==> config.mk <==
export PLATFORM = sky130hd
export DESIGN_NAME = board_evaluator
export DESIGN_NICKNAME = d
export VERILOG_FILES = /design/src/rtl/chess_pkg.sv /design/src/rtl/material_acc.sv /design/src/rtl/board_evaluator.sv
export SDC_FILE = /design/constraint.sdc
export NUM_CORES = 1
export LEC_CHECK = 0
export BUFFER_PORTS_ARGS = -buffer_cell sky130_fd_sc_hd__buf_2
export CAP_MARGIN = 20
export CELL_PAD_IN_SITES_DETAIL_PLACEMENT = 0
export CELL_PAD_IN_SITES_GLOBAL_PLACEMENT = 2
export CORE_UTILIZATION = 33
export CTS_CLUSTER_SIZE = 40
export DETAILED_ROUTE_END_ITERATION = 16
export GPL_TIMING_DRIVEN = 0
export PLACE_DENSITY_LB_ADDON = 0.25
export SLEW_MARGIN = 20
export SYNTH_ARGS = -nofsm -noshare
export SYNTH_HDL_FRONTEND = slang
export SYNTH_SLANG_ARGS = --single-unit
==> constraint.sdc <==
create_clock -name clk -period 6 [get_ports clk]
set_input_delay 0.9 -clock clk [delete_from_list [all_inputs] [get_ports clk]]
set_output_delay 0.9 -clock clk [all_outputs]
set_load 0.02 [all_outputs]
==> src/rtl/chess_pkg.sv <==
// chess_pkg: piece codes, material weights, colours and register map shared by board scoring logic
package chess_pkg;
  localparam int WEIGHT_W = 16;
  typedef enum logic signed [7:0] {
    EMPTY  = 8'sd0,
    PAWN   = 8'sd1,
    KNIGHT = 8'sd2,
    BISHOP = 8'sd3,
    ROOK   = 8'sd4,
    QUEEN  = 8'sd5,
    KING   = 8'sd6
  } piece_t;
  localparam logic signed [1:0] WHITE = 2'sb01;
  localparam logic signed [1:0] BLACK = 2'sb11;
  localparam logic [3:0] REG_CTRL   = 4'd0;
  localparam logic [3:0] REG_BASE   = 4'd1;
  localparam logic [3:0] REG_COUNT  = 4'd2;
  localparam logic [3:0] REG_COLOUR = 4'd3;
  localparam logic signed [WEIGHT_W-1:0] WEIGHTS [0:7] = '{
    16'sd0, 16'sd1, 16'sd3, 16'sd3, 16'sd5, 16'sd9, 16'sd100, 16'sd0
  };
  // Negative codes are black pieces and count against white; unknown codes weigh nothing.
  function automatic logic signed [WEIGHT_W-1:0] piece_weight(input logic signed [7:0] p);
    logic [7:0] mag;
    logic signed [WEIGHT_W-1:0] w;
    mag = p[7] ? -p : p;
    w = mag > 8'(KING) ? '0 : WEIGHTS[mag[2:0]];
    return p[7] ? -w : w;
  endfunction
endpackage

==> src/rtl/material_acc.sv <==
// material_acc: signed accumulator with synchronous clear that saturates symmetrically
module material_acc #(
  parameter int W = 16
) (
  input  logic                clk,
  input  logic                rst_n,
  input  logic                clr,
  input  logic                en,
  input  logic signed [W-1:0] delta,
  output logic signed [W-1:0] acc
);
  localparam logic signed [W:0] MAXV = {2'b00, {(W-1){1'b1}}};
  localparam logic signed [W:0] MINV = -MAXV;
  logic signed [W:0] sum;
  logic signed [W-1:0] nxt;
  always_comb begin
    sum = {acc[W-1], acc} + {delta[W-1], delta};
    nxt = sum > MAXV ? MAXV[W-1:0] : sum < MINV ? MINV[W-1:0] : sum[W-1:0];
  end
  always_ff @(posedge clk) acc <= !rst_n || clr ? '0 : en ? nxt : acc;
endmodule

==> src/rtl/board_evaluator.sv <==
// board_evaluator: reads N 64-square boards from SDRAM, scores each by material
// and reports the index and score of the best board for the side to move.
module board_evaluator import chess_pkg::*; #(
  parameter int SCORE_W    = 16,
  parameter int MAX_BOARDS = 256
) (
  input  logic        clk,
  input  logic        rst_n,
  output logic        slave_waitrequest,
  input  logic [3:0]  slave_address,
  input  logic        slave_read,
  output logic [31:0] slave_readdata,
  input  logic        slave_write,
  input  logic [31:0] slave_writedata,
  input  logic        master_waitrequest,
  output logic [31:0] master_address,
  output logic        master_read,
  input  logic [31:0] master_readdata,
  input  logic        master_readdatavalid
);
  localparam int NB_W = $clog2(MAX_BOARDS + 1);
  typedef enum logic [2:0] {IDLE, INIT, RD_REQ, RD_WAIT, CMP, DONE} state_t;
  state_t state;
  logic [31:0] base, best_idx;
  logic [NB_W-1:0] nboards, b;
  logic [5:0] sq;
  logic signed [1:0] colour;
  logic signed [SCORE_W-1:0] best_score, acc;
  logic busy, better, unused;
  assign busy = state != IDLE;
  assign slave_waitrequest = busy & (slave_read | slave_write);
  assign slave_readdata = slave_address == REG_CTRL  ? best_idx :
                          slave_address == REG_BASE  ? {{(32-SCORE_W){best_score[SCORE_W-1]}}, best_score} :
                          slave_address == REG_COUNT ? {31'b0, busy} : '0;
  // The first board always wins; later boards must be strictly better, so ties keep the lower index.
  assign better = b == '0 || (colour == BLACK ? acc < best_score : acc > best_score);
  assign unused = ^master_readdata[31:8];
  function automatic logic [31:0] addr_of(input logic [NB_W-1:0] bi, input logic [5:0] si);
    return base + 32'({bi, si, 2'b00});
  endfunction
  material_acc #(.W(SCORE_W)) u_acc (
    .clk   (clk),
    .rst_n (rst_n),
    .clr   (state == INIT || state == CMP),
    .en    (state == RD_WAIT && master_readdatavalid),
    .delta (SCORE_W'(piece_weight(master_readdata[7:0]))),
    .acc   (acc)
  );
  always_ff @(posedge clk) begin
    if (!rst_n) begin
      state          <= IDLE;
      master_read    <= 1'b0;
      master_address <= '0;
      best_idx       <= '1;
      best_score     <= '0;
      base           <= '0;
      nboards        <= '0;
      colour         <= WHITE;
      b              <= '0;
      sq             <= '0;
    end else begin
      case (state)
        IDLE: if (slave_write) begin
          if (slave_address == REG_BASE) base <= slave_writedata;
          if (slave_address == REG_COUNT)
            nboards <= slave_writedata > 32'(MAX_BOARDS) ? NB_W'(MAX_BOARDS) : slave_writedata[NB_W-1:0];
          if (slave_address == REG_COLOUR) colour <= $signed(slave_writedata) < 0 ? BLACK : WHITE;
          if (slave_address == REG_CTRL) state <= INIT;
        end
        INIT: begin
          b              <= '0;
          sq             <= '0;
          best_idx       <= '1;
          best_score     <= '0;
          master_address <= base;
          master_read    <= nboards != '0;
          state          <= nboards == '0 ? DONE : RD_REQ;
        end
        RD_REQ: if (!master_waitrequest) begin
          master_read <= 1'b0;
          state       <= RD_WAIT;
        end
        RD_WAIT: if (master_readdatavalid) begin
          sq             <= sq + 6'd1;
          master_read    <= sq != 6'd63;
          master_address <= addr_of(b, sq + 6'd1);
          state          <= sq == 6'd63 ? CMP : RD_REQ;
        end
        CMP: begin
          if (better) begin
            best_idx   <= 32'(b);
            best_score <= acc;
          end
          b              <= b + 1'b1;
          sq             <= '0;
          master_read    <= b + 1'b1 != nboards;
          master_address <= addr_of(b + 1'b1, 6'd0);
          state          <= b + 1'b1 == nboards ? DONE : RD_REQ;
        end
        DONE: state <= IDLE;
        default: state <= IDLE;
      endcase
    end
  end
endmodule

**Word-level counts from Yosys, hierarchy flattened**

Memory sizes are Yosys's and may differ from the RTL's.
Index checks and enable logic that the tools add are counted.
Widths: inputs -> output; s select.

- Register bits after elaboration: 158
- Latch bits: 0
- Memory bits (writable): 0
- Bits in read-only memories: 128
- Input bits: 74
- Output and inout bits: 66
- Memories: 1

- Add/sub/neg operators: 7
- Multiply operators: 0
- Divide/modulo/power cells: 0
- $lt $le $gt $ge: 8
- Equality and inequality tests: 17
- Shifts and indexed selects: 0
- Multiplexer cells: 33
- Bitwise operators: 3
- Reduce and logical (&&, ||, !) cells: 24

Memory list:

| memory | words | bits a word | rd ports | clocked after memory_dff | write ports | RTL line | source |
|---|---|---|---|---|---|---|---|
| (name not given) | 8 | 16 | 1 | 0 | 0 | chess_pkg.sv:27 | `w = mag > 8'(KING) ? '0 : WEIGHTS[mag[2:0]];` |

Operators with widths:

| operator | count |
|---|---|
| $mux 32 | 4 |
| $mux 16 | 7 |
| $pmux 32 s3 | 1 |
| $add 32x17->32 | 2 |
| $pmux 32 s2 | 1 |
| $gt 32x9->1 const B | 1 |
| $lt 32x1->1 const B | 1 |
| $pmux 16 s2 | 1 |
| $mux 3 | 7 |
| $logic_not 9->1 | 2 |
| $pmux 9 s2 | 1 |
| $add 16x16->17 | 1 |
| $gt 17x16->1 const B | 1 |
| $lt 17x16->1 const B | 1 |
| $gt 16x16->1 | 1 |
| $lt 16x16->1 | 1 |
| $neg 16->16 | 1 |
| $pmux 3 s5 | 1 |
| $pmux 6 s2 | 1 |
| $reduce_and 3->1 | 4 |
| $ne 2x2->1 const B | 5 |
| $add 9x1->9 const B | 1 |
| $eq 9x9->1 | 1 |
| $mux 9 | 1 |
| other kinds (33) | 44 |

**Logic depth before layout (Yosys ltp)**

Gate-level depths: netlist of the first run.

- Depth in word-level cells: 13
- Depth in mapped cells: 22

**Hierarchy**

A second synthesis of the first run with hierarchy kept.

- Cells, all modules: 1,175
- Area total of the unflattened synthesis: 9,201.3 µm²

By module, submodules not included:

| module | instances | cells an instance | area an instance (µm²) | seq. area each (µm²) |
|---|---|---|---|---|
| board_evaluator | 1 | 941 | 7,399.6 | 2,382.3 |
| material_acc | 1 | 234 | 1,801.7 | 320.3 |

**Worst setup path before layout of the first run**

Ideal clock, no wire load.

- Path kind: input to register
- From: input port master_readdata[2]
- To: register u_acc.acc[10]
- Data arrival time: 4,928 ps
- Slack: 934 ps
- Stages on the path: 18
- Path buffers: 0
- Cells stage by stage: nor3_1 -> mux2i_1 -> nor3_1 -> nor2_1 -> or3b_2 -> ha_1 -> o41a_1 -> ha_1 -> a21o_1 -> ha_1 -> nand2_1 -> a2111o_1 -> a21oi_1 -> or2_1 -> a31oi_1 -> or4_4 -> o21ai_4 -> a211oi_1

- Longest elaborated chain between the ends: 13
- Elaborated cells on any way between the ends: 15

Ends and longest elaborated chain:

| item | RTL line | source |
|---|---|---|
| from (decl) | board_evaluator.sv:18 | `input logic [31:0] master_readdata,` |
| $neg 8->8 | chess_pkg.sv:26 | `mag = p[7] ? -p : p;` |
| $mux 8 (*) | chess_pkg.sv:26 |  |
| $not 3->4 (not written as such) | chess_pkg.sv:27 |  |
| $mem_v2 8x16 | n/a |  |
| $mux 16 (not written as such) (2 in series) | chess_pkg.sv:27 |  |
| $mux 16 (*) | chess_pkg.sv:27 |  |
| $neg 16->16 | chess_pkg.sv:28 | `return p[7] ? -w : w;` |
| $mux 16 (*) | chess_pkg.sv:28 |  |
| $add 16x16->17 (*) | material_acc.sv:17 | `sum = {acc[W-1], acc} + {delta[W-1], delta};` |
| $lt 17x16->1 | material_acc.sv:18 | `nxt = sum > MAXV ? MAXV[W-1:0] : sum < MINV ? MINV[W-1:0] : sum[W-1:0];` |
| $mux 16 | material_acc.sv:18 |  |
| $mux 16 (*) | material_acc.sv:18 |  |
| to (signal assigned) | material_acc.sv:20 | `always_ff @(posedge clk) acc <= !rst_n \|\| clr ? '0 : en ? nxt : acc;` |
| to (decl) | material_acc.sv:10 | `output logic signed [W-1:0] acc` |

Mark *: on every way between the ends. The rest lies on a longest branch, timed or not. The select of a mux whose other input is x is not followed.
A chain may end at the register's enable or synchronous reset.

**Final worst setup path of the first run**

- From: input port master_readdata[2]
- To: register u_acc.acc[7]

The elaborated chain is that of the path after synthesis.

==> results of run 1 <==
flip-flops by register name, indices dropped and copies added (netlist names):
register        count
base               32
master_address     32
best_score         16
u_acc.acc          16
best_idx           10
b                   9
nboards             9
sq                  6
state               3
colour              1
master_read         1
logic make-up (layout without fill, tap and decap cells):
kind of cell / count (synthesis) / count (layout) / synth area share
simple gates: 401 / 401 / 0.205
buf+inv: 143 / 291 / 0.0668
xor+xnor: 59 / 59 / 0.0601
flops: 135 / 135 / 0.298
mux: 7 / 7 / 0.00801
compound gates: 365 / 365 / 0.266
fa+ha+maj: 68 / 68 / 0.0964
Yosys cell counts, types with 3 or more instances:
cell type,n
o21bai_1,8
and3_1,14
nand4_1,12
buf_4,17
nor2_1,105
mux2i_1,5
nand2_1,155
nand3_1,22
nor2b_1,12
nor4b_1,3
xor2_1,28
buf_2,4
nor3_1,23
and2_1,5
fa_1,3
or2_2,5
o21ai_0,70
a22o_1,24
a22oi_1,28
a21o_1,13
nor4_1,13
nor3b_1,4
a2111oi_0,4
a31oi_1,9
o22ai_1,6
o21a_1,12
a211oi_1,29
xnor2_1,29
a221oi_1,9
a21oi_1,106
ha_1,65
and4_1,3
dfxtp_1,135
clkbuf_1,50
inv_1,69
o211ai_1,13
nand2b_1,7
final cells by class:
| type | count | area [um^2] | area share |
|---|---|---|---|
| inverter | 70 | 263 | 0.0246 |
| multi-input combinational | 900 | 5760 | 0.539 |
| clock inverter | 13 | 166 | 0.0156 |
| sequential | 135 | 2700 | 0.253 |
| tap | 341 | 427 | 0.0399 |
| buffer | 73 | 343 | 0.0321 |
| clock buffer | 19 | 443 | 0.0415 |
| timing repair buffer | 116 | 581 | 0.0543 |
metal layers:
layer | vias up | wire, um | share of wire
met3 | 11 | 866 | 0.028
met5 | - | 0 | 0
met2 | 156 | 13800 | 0.45
met1 | 4203 | 15600 | 0.51
li1 | 4490 | - | -
met4 | 0 | 229 | 0.0075
critical path, cell delays in order:
cell	delay, ps
buf_2	140
nor3_1	530
mux2i_1	160
nor3_1	170
nor2_1	140
or3b_2	490
ha_1	210
o41a_1	170
ha_1	290
a21o_1	190
ha_1	340
a21oi_1	210
a2bb2oi_1	390
a21oi_1	150
o211ai_1	200
a31oi_1	150
or4_4	550
o21ai_4	310
a211oi_1	90
through the flow:
stage	power (uW)	setup TNS, ps	hold slack [ps]	worst slack [ps]
floorplan	1030	0	435	934
global placement	1110	-90.5	446	-22.0
detailed placement	1110	0	445	87.7
CTS	2220	0	460	503
global route	2270	0	475	49.9
finish	2200	0	455	495
worst paths after layout:
path	slack [ps]	endpoint	start	depth (start not counted)
worst max-delay path	500	u_acc.acc[7]$_SDFFE_PP0P_	master_readdata[2]	19
worst min-delay path	450	master_address[3]$_SDFFE_PN0P_	master_address[3]$_SDFFE_PN0P_	2
worst max register to register	2160	master_address[26]$_SDFFE_PN0P_	sq[0]$_SDFFE_PN0P_	11
worst min register to register	450	master_address[3]$_SDFFE_PN0P_	master_address[3]$_SDFFE_PN0P_	2
cell usage in the layout, fill, tap and decap left out, types with 12 or more instances in the layout:
master	n
xnor2_1	29
a21oi_1	106
o21ai_0	70
dfxtp_1	135
nand3_1	22
inv_1	69
nor4_1	12
clkbuf_16	17
a211oi_1	29
xor2_1	28
nand4_1	12
a22o_1	24
nand2_1	155
nor3_1	23
clkbuf_1	51
ha_1	65
o211ai_1	13
and3_1	14
a22oi_1	28
buf_4	17
nor2b_1	12
a21o_1	13
buf_2	120
nor2_1	105
o21a_1	12
power by group through the flow:
stage	Clock [uW]	Sequential [uW]	Combinational, uW
after detailed placement	0	933	176
after global placement	0	933	176
after floorplan	0	938	96.9
after CTS	1130	913	176
final	1110	913	176
after global routing	1170	914	194
==> results.json, run 1 <==
{
  "worst_slew_margin_rel": 0.360,
  "grt_pass1_vias": 8395,
  "die_w_um": 168,
  "start_util": 0.336,
  "status": "finished clean",
  "maxCapViolations": 0,
  "post-dp-hpwl_mm": 24.1,
  "cp_max_fo": 9,
  "drive_gt1_frac": 0.146,
  "leakagePower_uw": 0.00452,
  "p_clk_frac": 0.505,
  "crit_type": "input port to register",
  "io_pins": 140,
  "postCtsSetupBuffers": 0,
  "instances_no_fill": 1667,
  "p_per_area_mw_per_mm2": 206,
  "grt_first_pass_wirelength_mm": 48.1,
  "hp-class": "register to register",
  "synth_nets": 1320,
  "portBuffers": 115,
  "grtUsageTotal": 0.220,
  "final_area_mm2": 0.0107,
  "ys_top_cells_by_area": "dfxtp_1 30%, ha_1 9.0%, nand2_1 6.4%",
  "fmax_mhz": 182,
  "place_area_mm2": 0.0101,
  "grt_max_degree": 18,
  "h-tree-depth": 4,
  "grt.met2_usage": 0.351,
  "grt.met1_usage": 0.318,
  "yosysUniqueCellTypes": 80,
  "viasPerCell": 5.31,
  "rsz0062_at_grt": "false",
  "min_period_ps": 5500,
  "syn_inst": 1178,
  "combinationalPowerShare": 0.080,
  "tightest_slew_ps": 955,
  "route.vias.total": 8860,
  "utilization": 0.396,
  "globalplace.congestion": 0.835,
  "internal_power_uw": 1640,
  "final_nets": 1455,
  "finalClockSkew_ps": 19.2,
  "crit_required_ps": 6270,
  "dr.pass1.iters": 6,
  "drv_slew": 0,
  "clk_latency_ps": 430,
  "syn_to_final_growth_pct": 17.9,
  "cts_tree": "done",
  "antenna_found_initial": 0,
  "hold_viol_final": 0,
  "overflow": 0,
  "drc": 0,
  "synth_area_mm2": 0.00906,
  "cts-hold-fix-buffers": 0,
  "die_h_um": 168,
  "tritoncts.num_buffers": 17,
  "diodes": 0,
  "top_usage_layer": "met2",
  "async_flop_share": 0,
  "arrival_ps": 5780,
  "yosys.area.top_type_share": 0.298,
  "grt_use_met3": 0.0246,
  "num_rows": 60,
  "finalSetupViolCount": 0,
  "core_area_mm2": 0.0270,
  "cp-end-kind": "register",
  "clockBufferDepth": 2,
  "syn_area_per_cell_um2": 7.69,
  "ys.flop_type": "dfxtp_1",
  "finalCritPeriodShare": 0.917,
  "drtIter0Drc": 663,
  "synth_top_area_cell": "dfxtp_1",
  "ctsResizeCount": 0,
  "clk_pin_slew_worst_paths_ps": 60,
  "synth_seq_cells": 135,
  "drtAntennaViolNets": 0,
  "n_fill_cell": 2823,
  "pwr-share-seq": 0.415,
  "synth_edf_count": 0,
  "p_sw_frac": 0.256,
  "ys_warn_count": 0,
  "cts_num_sinks": 135,
  "netSwitchingPower_uw": 563,
  "wirelength_mm": 30.6,
  "yosysSeqAreaShare": 0.298,
  "cts_root_buf": "clkbuf_16",
  "wl_per_cell_um": 18.3,
  "critPathLaunchType": "input port",
  "peakVddDrop_mv": 0.153,
  "dpl.cell_count": 1635,
  "die_area_mm2": 0.0281
}
Note: power is estimated with default switching activity, not from simulation.
==> run 2, diff against run 1 <==
--- a/config.mk
+++ b/config.mk
@@ -13,7 +13,7 @@
 export CTS_CLUSTER_SIZE = 40
 export DETAILED_ROUTE_END_ITERATION = 16
 export GPL_TIMING_DRIVEN = 0
-export PLACE_DENSITY_LB_ADDON = 0.25
+export PLACE_DENSITY_LB_ADDON = 0.1
 export SLEW_MARGIN = 20
 export SYNTH_ARGS = -nofsm -noshare
 export SYNTH_HDL_FRONTEND = slang
==> results.json, run 2 (synthesis gave the netlist of run 1 again) <==
{
  "status": "finished clean",
  "finalSetupTns_ps": 0,
  "reg2reg_from": "sq[0]$_SDFFE_PN0P_",
  "min_from": "master_address[0]$_SDFFE_PN0P_",
  "overflow": 0,
  "drive_gt1_frac": 0.147,
  "grt_max_degree": 18,
  "finalClockSkew_ps": 15.3,
  "syn_to_final_growth_pct": 17.8,
  "clockBufferDepth": 2,
  "cts_num_sinks": 135,
  "diodes": 0,
  "post-dp-hpwl_mm": 24.7,
  "viasPerCell": 5.31,
  "postCtsSetupBuffers": 0,
  "grtUsageTotal": 0.225,
  "antenna_found_initial": 0,
  "cp_max_fo": 9,
  "crit_required_ps": 6290,
  "globalplace.congestion": 0.899,
  "dr.pass1.iters": 4,
  "die_h_um": 168,
  "drc": 0,
  "tightest_slew_ps": 932,
  "arrival_ps": 5790,
  "crit_start": "master_readdata[2]",
  "cts-hold-fix-buffers": 0,
  "route.vias.total": 8857,
  "finalSetupViolCount": 0,
  "largestRegisters": "base (32), master_address (32)",
  "worst_slew_margin_rel": 0.375,
  "tritoncts.num_buffers": 17,
  "die_w_um": 168,
  "drtIter0Drc": 560,
  "p_per_area_mw_per_mm2": 202,
  "rsz0062_at_grt": "false",
  "utilization": 0.396,
  "portBuffers": 115,
  "grt_pass1_vias": 8247,
  "io_pins": 140,
  "start_util": 0.336,
  "clk_pin_slew_worst_paths_ps": 70,
  "crit_type": "input port to register",
  "final_common_cell": "nand2_1",
  "clk_latency_ps": 440,
  "peakVddDrop_mv": 0.140,
  "drv_slew": 0,
  "ctsResizeCount": 0,
  "cp-end-kind": "register",
  "cts_tree": "done",
  "hp-class": "register to register",
  "hold_viol_final": 0,
  "core_area_mm2": 0.0270,
  "wirelength_mm": 31.2,
  "drtAntennaViolNets": 0,
  "critPathLaunchType": "input port",
  "h-tree-depth": 4,
  "final_nets": 1455,
  "finalCritPeriodShare": 0.916,
  "grt_first_pass_wirelength_mm": 48.6,
  "maxCapViolations": 0,
  "layout_common_cells": "155 x nand2_1, 135 x dfxtp_1, 120 x buf_2, 106 x a21oi_1, 105 x nor2_1",
  "wl_per_cell_um": 18.7,
  "leakagePower_uw": 0.00452,
  "cts_root_buf": "clkbuf_16",
  "min_period_ps": 5500,
  "die_area_mm2": 0.0281,
  "n_fill_cell": 2944,
  "fmax_mhz": 182,
  "num_rows": 60
}
run 2: layout make-up:
class / instances / area (um^2) / share of cell area
multi-input cells: 900 / 5760 / 0.539
clock buffers: 17 / 425 / 0.0398
repair buffers: 116 / 581 / 0.0544
inverters: 70 / 263 / 0.0246
flip-flops and latches: 135 / 2700 / 0.253
plain buffers: 73 / 343 / 0.0321
well taps: 341 / 427 / 0.0400
clock inverters: 15 / 178 / 0.0166
run 2: power by group:
| group | internal (uW) | switching [uW] |
|---|---|---|
| Clock | 566 | 502 |
| Combinational | 60.9 | 117 |
| Sequential | 905 | 7.43 |
| Total | 1530 | 626 |
run 2: final timing paths:
kind         slack [ps]                              end  depth (start not counted)
max                 500        u_acc.acc[7]$_SDFFE_PP0P_                         18
min                 460   master_address[0]$_SDFFE_PN0P_                          2
max reg2reg        2270  master_address[27]$_SDFFE_PN0P_                         12
min reg2reg         460   master_address[0]$_SDFFE_PN0P_                          2
run 2: worst max-delay path, cell delays in order:
cell      delay (ps)
buf_2            140
nor3_1           490
mux2i_1          150
nor3_1           190
nor2_1           150
or3b_2           480
ha_1             280
nand2_1           50
o21ai_0          180
fa_1             480
a21o_1           210
a221oi_1         510
o21ai_0          210
a221oi_1         320
nand4_1          160
or4_4            460
o21ai_4          330
a211oi_1          90
run 2: through the flow:
step / cell area, um^2 / hold WS, ps / total power [uW] / setup slack [ps] / std cells
6_report: 10700 / 457 / 2160 / 501 / 1667
5_1_grt: 10700 / 492 / 2240 / 86.5 / 1667
4_1_cts: 10700 / 460 / 2180 / 532 / 1667
3_5_place_dp: 10100 / 442 / 1110 / 85.9 / 1635
3_3_place_gp: 10100 / 442 / 1110 / -54.4 / 1634
2_1_floorplan: 9060 / 435 / 1030 / 934 / 1178
run 2: layer usage:
metal | GRT usage | wire, um
met1 | 0.328 | 16200
met2 | 0.352 | 13900
met3 | 0.0258 | 800
met4 | 0.0463 | 307
met5 | 0 | 0
